--- src/rtl/sram_ctrl_pkg.sv ---
// Shared types, defaults and elaboration helpers for the 1RW SRAM request controller.
package sram_ctrl_pkg;

  localparam int DEF_BITS       = 32;
  localparam int DEF_WORD_DEPTH = 16384;
  localparam int DEF_ADDR_WIDTH = 14;

  // One buffered read response: error flag plus returned data word.
  typedef struct packed {
    logic                err;
    logic [DEF_BITS-1:0] rdata;
  } rsp_entry_t;

  // The response FIFO needs at least two slots so a push and a pop can overlap.
  function automatic bit rsp_depth_ok(input int depth);
    return depth >= 2;
  endfunction

endpackage

--- src/rtl/sram_rsp_fifo.sv ---
// Small synchronous FIFO holding read responses in issue order.
module sram_rsp_fifo
  import sram_ctrl_pkg::*;
#(
  parameter int  DEPTH   = 3,
  parameter type entry_t = rsp_entry_t,
  localparam int PTR_W   = (DEPTH > 1) ? $clog2(DEPTH) : 1,
  localparam int CNT_W   = $clog2(DEPTH + 1)
) (
  input  logic             clk,
  input  logic             rst_n,
  input  logic             push_i,
  input  entry_t           push_data_i,
  input  logic             pop_i,
  output entry_t           head_o,
  output logic             empty_o,
  output logic [CNT_W-1:0] count_o
);

  logic [PTR_W-1:0] wr_ptr_q, rd_ptr_q;
  logic [CNT_W-1:0] count_q;
  entry_t           mem_q [DEPTH];
  logic             full;
  logic             do_push, do_pop;

  function automatic logic [PTR_W-1:0] ptr_inc(input logic [PTR_W-1:0] p);
    return (p == PTR_W'(DEPTH - 1)) ? '0 : p + PTR_W'(1);
  endfunction

  assign full    = (count_q == CNT_W'(DEPTH));
  assign empty_o = (count_q == '0);
  assign do_push = push_i && !full;
  assign do_pop  = pop_i && !empty_o;
  assign head_o  = mem_q[rd_ptr_q];
  assign count_o = count_q;

  // Pointer and occupancy bookkeeping; reset empties the FIFO.
  always_ff @(posedge clk or negedge rst_n) begin
    if (!rst_n) begin
      wr_ptr_q <= '0;
      rd_ptr_q <= '0;
      count_q  <= '0;
    end else begin
      if (do_push) wr_ptr_q <= ptr_inc(wr_ptr_q);
      if (do_pop)  rd_ptr_q <= ptr_inc(rd_ptr_q);
      case ({do_push, do_pop})
        2'b10:   count_q <= count_q + CNT_W'(1);
        2'b01:   count_q <= count_q - CNT_W'(1);
        default: count_q <= count_q;
      endcase
    end
  end

  // Entry storage; flags pushes that arrive while full.
  // NOTE: storage is deliberately not reset -- empty pointers make stale contents unreachable.
  always_ff @(posedge clk) begin
    if (do_push) mem_q[wr_ptr_q] <= push_data_i;
    if (rst_n && push_i) begin
      assert (!full) else $error("sram_rsp_fifo: push into full FIFO");
    end
  end

endmodule

--- src/rtl/sram_1rw_req_ctrl.sv ---
// Initiator-side controller for a 1RW SRAM macro: credit-gated requests, in-order read responses.
module sram_1rw_req_ctrl
  import sram_ctrl_pkg::*;
#(
  parameter int BITS       = DEF_BITS,
  parameter int WORD_DEPTH = DEF_WORD_DEPTH,
  parameter int ADDR_WIDTH = DEF_ADDR_WIDTH,
  parameter int RSP_DEPTH  = 3
) (
  input  logic                  clk,
  input  logic                  rst_n,
  input  logic                  req_valid,
  output logic                  req_ready,
  input  logic                  req_we,
  input  logic [ADDR_WIDTH-1:0] req_addr,
  input  logic [BITS-1:0]       req_wdata,
  input  logic [BITS-1:0]       req_wmask,
  output logic                  rsp_valid,
  input  logic                  rsp_ready,
  output logic [BITS-1:0]       rsp_rdata,
  output logic                  rsp_err,
  output logic                  sram_ce,
  output logic                  sram_we,
  output logic [ADDR_WIDTH-1:0] sram_addr,
  output logic [BITS-1:0]       sram_wd,
  output logic [BITS-1:0]       sram_wmask,
  input  logic [BITS-1:0]       sram_rd
);

  localparam int CNT_W = $clog2(RSP_DEPTH + 1);

  if (!rsp_depth_ok(RSP_DEPTH)) begin : g_depth_check
    $error("sram_1rw_req_ctrl: RSP_DEPTH must be at least 2");
  end

  typedef struct packed {
    logic            err;
    logic [BITS-1:0] rdata;
  } entry_t;

  logic             rst_done_q;
  logic             rd_inflight_q, rd_inflight_d;
  logic             rd_err_q, rd_err_d;
  logic [CNT_W-1:0] fifo_count;
  logic [CNT_W:0]   credits_used;
  logic             fifo_empty;
  logic             fire, in_range, pop;
  entry_t           push_entry, head;

  // Credit check uses registered state only, so rsp_ready never reaches req_ready.
  assign credits_used = (CNT_W + 1)'(fifo_count) + (CNT_W + 1)'(rd_inflight_q);
  assign req_ready    = rst_done_q && (credits_used < (CNT_W + 1)'(RSP_DEPTH));
  assign fire         = req_valid && req_ready;
  assign in_range     = 32'(req_addr) < 32'(WORD_DEPTH);

  assign rd_inflight_d = fire && !req_we;
  assign rd_err_d      = fire && !req_we && !in_range;

  // Out-of-range reads never touch the macro, so their data is forced to zero.
  assign push_entry.err   = rd_err_q;
  assign push_entry.rdata = rd_err_q ? '0 : sram_rd;

  // Macro pins follow the fire cycle; everything is zeroed when the macro is idle.
  // NOTE: every output gets a default first so no path leaves a latch behind.
  always_comb begin
    sram_ce    = fire && in_range;
    sram_we    = 1'b0;
    sram_addr  = '0;
    sram_wd    = '0;
    sram_wmask = '0;
    if (sram_ce) begin
      sram_we    = req_we;
      sram_addr  = req_addr;
      sram_wd    = req_wdata;
      sram_wmask = req_wmask;
    end
  end

  // Reset-done flag and the one-deep read-in-flight stage that feeds the FIFO.
  // NOTE: sequential state uses non-blocking assignments so all registers update together.
  always_ff @(posedge clk or negedge rst_n) begin
    if (!rst_n) begin
      rst_done_q    <= 1'b0;
      rd_inflight_q <= 1'b0;
      rd_err_q      <= 1'b0;
    end else begin
      rst_done_q    <= 1'b1;
      rd_inflight_q <= rd_inflight_d;
      rd_err_q      <= rd_err_d;
    end
  end

  assign pop = rsp_valid && rsp_ready;

  sram_rsp_fifo #(
    .DEPTH   (RSP_DEPTH),
    .entry_t (entry_t)
  ) u_rsp_fifo (
    .clk         (clk),
    .rst_n       (rst_n),
    .push_i      (rd_inflight_q),
    .push_data_i (push_entry),
    .pop_i       (pop),
    .head_o      (head),
    .empty_o     (fifo_empty),
    .count_o     (fifo_count)
  );

  assign rsp_valid = !fifo_empty;
  assign rsp_rdata = head.rdata;
  assign rsp_err   = head.err;

endmodule

--- config.mk ---
export PLATFORM = sky130hd
export DESIGN_NAME = sram_1rw_req_ctrl
export DESIGN_NICKNAME = d
export VERILOG_FILES = /design/src/rtl/sram_ctrl_pkg.sv /design/src/rtl/sram_rsp_fifo.sv /design/src/rtl/sram_1rw_req_ctrl.sv
export SDC_FILE = /design/constraint.sdc
export NUM_CORES = 1
export LEC_CHECK = 0
export ABC_AREA = 1
export ABC_CLOCK_PERIOD_IN_PS = 9020
export CORE_ASPECT_RATIO = 0.5
export CORE_MARGIN = 2
export CORE_UTILIZATION = 40
export DETAILED_ROUTE_END_ITERATION = 8
export PLACE_DENSITY = 0.8
export RECOVER_POWER = 100
export REMOVE_ABC_BUFFERS = 1
export SLEW_MARGIN = 20
export SYNTH_ARGS = -nofsm -noshare
export SYNTH_HDL_FRONTEND = slang
export SYNTH_SLANG_ARGS = --single-unit
--- constraint.sdc ---
create_clock -name clk -period 9.02 [get_ports clk]
set_clock_uncertainty 0.2 [all_clocks]
set_input_delay 1.804 -clock clk [delete_from_list [all_inputs] [get_ports clk]]
set_output_delay 1.804 -clock clk [all_outputs]
set_load 0.02 [all_outputs]
==> metrics.md <==
| Metric | Value |
|---|---|
| Outcome | `complete, but fails checks` |
| Failing checks | `capacitance limit, slew limit` |
| H-tree depth | `3` |
| Routed len/inst | `16.1 um` |
| Reg2Reg Depth | `3` |
| Hpwl dp | `9.50 mm` |
| Final hold vios | `0` |
| Pwr/cell area | `231 nW/um^2` |
| Routed Antenna Nets | `0` |
| DRC violations left | `0` |
| Final setup viols | `0` |
| Finished Cell Area | `7200 sq um` |
| Initial antenna violation count | `2` |
| Initial DRC count | `around 260` |
| Resized cells post-CTS | `0` |
| Critical path type | `flip-flop to output port` |
| Total power | `1.66 mW` |
| Area of the mapped netlist | `4530 sq um` |
| Synthesis warning total | `0` |
| Core Region | `between 10,000 and 15,000 sq um` |
| Max Slew Vio Count | `133` |
| Die Y | `between 70 and 80 um` |
| Sink Count | `104` |
| R2R Setup Slk | `about 5.5 ns` |
| Critical path launch point type | `flip-flop` |
| Number of max-cap violations | `4` |
| Post-synth top area share | `63.6%` |
| # hold bufs at CTS | `0` |
| Final min period | `5.85 ns` |
| Synth Register Bits | `about 100` |
| Worst R2R End | `u_rsp_fifo.mem_q[0][27]$_DFFE_PP_` |
| Hold_ws | `around 0.32 ns` |
| Number of global-route vias before repair | `~3,600` |
| Most common cell after layout, fill and taps aside | `dlygate4sd3_1` |
| Unique masters post-synth | `19` |
| Clock Latency Late Sink | `0.34 ns` |
| Rows | `27` |
| CTS clock-pin slew for the worst setup and hold paths | `roughly 0.07 ns` |
| RSZ-0062 raised after global routing | `false` |
| # IOs | `230` |
| Worst-margin pin slew | `between 2 and 3 ns` |
| CTS Buf Count | `9` |
| Worst hold path type | `flip-flop to flip-flop` |
| Longest Clk Path Bufs | `2` |
| Final Wtd Congestion | `0.854` |
| Synthesis-to-layout area growth | `58.9%` |
| Post-route insts no fill | `831` |
| Pre-CTS setup slack | `3.40 ns` |
| Post-DP Area | `just under 7000 sq um` |
| Die span in x | `approximately 150 um` |
| Setup tns final | `0 ns` |
| Max Clock Freq | `171 MHz` |
| Part of the Yosys area used for sequential elements | `68.0%` |
| Synth area leader | `edfxtp_1` |
| GRT Overall Usage | `a little over a fifth` |
| Top post-synthesis cells by area | `edfxtp_1, nand2_1, inv_1, nor2_1, dfrtp_1` |
| Final Util | `roughly 65%` |
| Via density | `~4.5` |
| Worst hold path depth | `2` |
| Synth Area per Inst | `9.94 sq um` |
| Global-route wire length before repair | `19.7 mm` |
| Arr. time, crit path | `3.85 ns` |
| Dpl cells | `814` |
| Die Area | `12,200 sq um` |
| Largest net degree at the start of global routing | `82` |
| Routed vias | `3,762` |
| Fin nets | `~800` |
| CP max FO | `35` |
| WHS Endpoint | `u_rsp_fifo.wr_ptr_q[1]$_DFFE_PN0P_` |
| Share of cells above drive strength 1 | `3.07%` |
| Peak VDD IR | `0.106 mV` |
| IO Port Bufs | `228` |
| Critical Path RT | `between 7 and 8 ns` |
| Fraction of the cycle the final worst path needs | `64.9%` |
| Initial core utilization | `between 40% and 50%` |
| First-pass DRT Iterations | `4` |
| Leak | `3.26 nW` |
| CTS tree | `yes` |
| Drt total wl | `~13 mm` |
| Hold Crit Start | `u_rsp_fifo.wr_ptr_q[1]$_DFFE_PN0P_` |
| Setup crit end kind | `output port` |
| Aggregate global routing overflow | `0` |
| Synth Instances | `456` |
| Root buf cell | `clkbuf_16` |
| Fillers | `830` |
| Most frequent cells in the layout | `dlygate4sd3_1, nand2_1, edfxtp_1, inv_1, nor2_1` |
| Rel. slew slack | `-97.8%` |
| Post-CTS setup buffer count | `0` |
| Setup slack after layout | `3.17 ns` |
| R2R Path Start | `u_rsp_fifo.count_o[0]$_DFFE_PN0P_` |
cell families after synthesis:
kind of cell               Yosys count  synth area share [%]
and+or+nand+nor                    236                  20.9
buffers and inverters              108                  9.64
DFF                                104                  68.0
adders and majority gates            3                 0.829
AOI/OAI and AO/OA                    2                 0.221
other                                2                 0.166
xor gates and xnor gates             1                 0.193
metal layers:
layer  track usage, %  up-vias  share of wire [%]
met2             37.1      128                 51
li1                 -     1855                  -
met3             4.97       11                6.1
met5                0        -              0.097
met1             27.3     1766                 42
met4             5.46        2               0.93
sequential cells by signal (all words and copies together), names as in the netlist:
| register | count |
|---|---|
| u_rsp_fifo.mem_q | 96 |
| u_rsp_fifo.count_o | 2 |
| u_rsp_fifo.rd_ptr_q | 2 |
| u_rsp_fifo.wr_ptr_q | 2 |
| rd_inflight_q | 1 |
| rst_done_q | 1 |
worst max-delay path, cell delays in order, from the launching register on:
cell,delay (ns)
dfrtp_1,0.37
buf_4,0.26
nor2_1,1.82
nand2_1,0.20
nand3_1,0.16
dlygate4sd3_1,0.69
cell usage after synthesis:
cell / instances
nor3_1: 1
conb_1: 2
xnor2_1: 1
nand2_1: 114
inv_2: 1
inv_1: 88
ha_1: 3
nor2_1: 82
o21ai_0: 2
buf_2: 13
nand3_1: 34
nor2_2: 1
buf_4: 4
nor2_4: 1
nand4_1: 2
dfrtp_1: 8
or2_2: 1
clkbuf_1: 2
edfxtp_1: 96
how the worst max path moves through the flow:
stage | startpoint | depth (start not counted) | to | slack (ns)
final | u_rsp_fifo.rd_ptr_q[1]$_DFFE_PN0P_ | 5 | rsp_rdata[8] | 3.17
after global placement | req_valid | 5 | sram_wmask[10] | 3.36
after detailed placement | req_valid | 5 | sram_wmask[10] | 3.40
after CTS | req_valid | 5 | sram_wmask[10] | 3.39
after global routing | u_rsp_fifo.rd_ptr_q[1]$_DFFE_PN0P_ | 5 | rsp_rdata[29] | 2.82
after floorplan | req_valid | 2 | sram_addr[0] | 2.66
area by class of cell:
class / instances / area, sq um / share of cell area, %
Clock buffer: 9 / 225 / 3.13
Timing Repair Buffer: 232 / 2310 / 32.1
Antenna cell: 1 / 2.50 / 0.0348
Clock inverter: 7 / 62.6 / 0.869
Tap cell: 145 / 181 / 2.52
Inverter: 89 / 334 / 4.64
Multi-Input combinational cell: 244 / 1000 / 13.9
Sequential cell: 104 / 3080 / 42.8
report_power, final:
part	switching, mW	internal, mW
clock network	0.175	0.193
registers	0.0178	0.568
logic	0.427	0.280
total	0.620	1.04
Power figures use the tool's default switching activity.
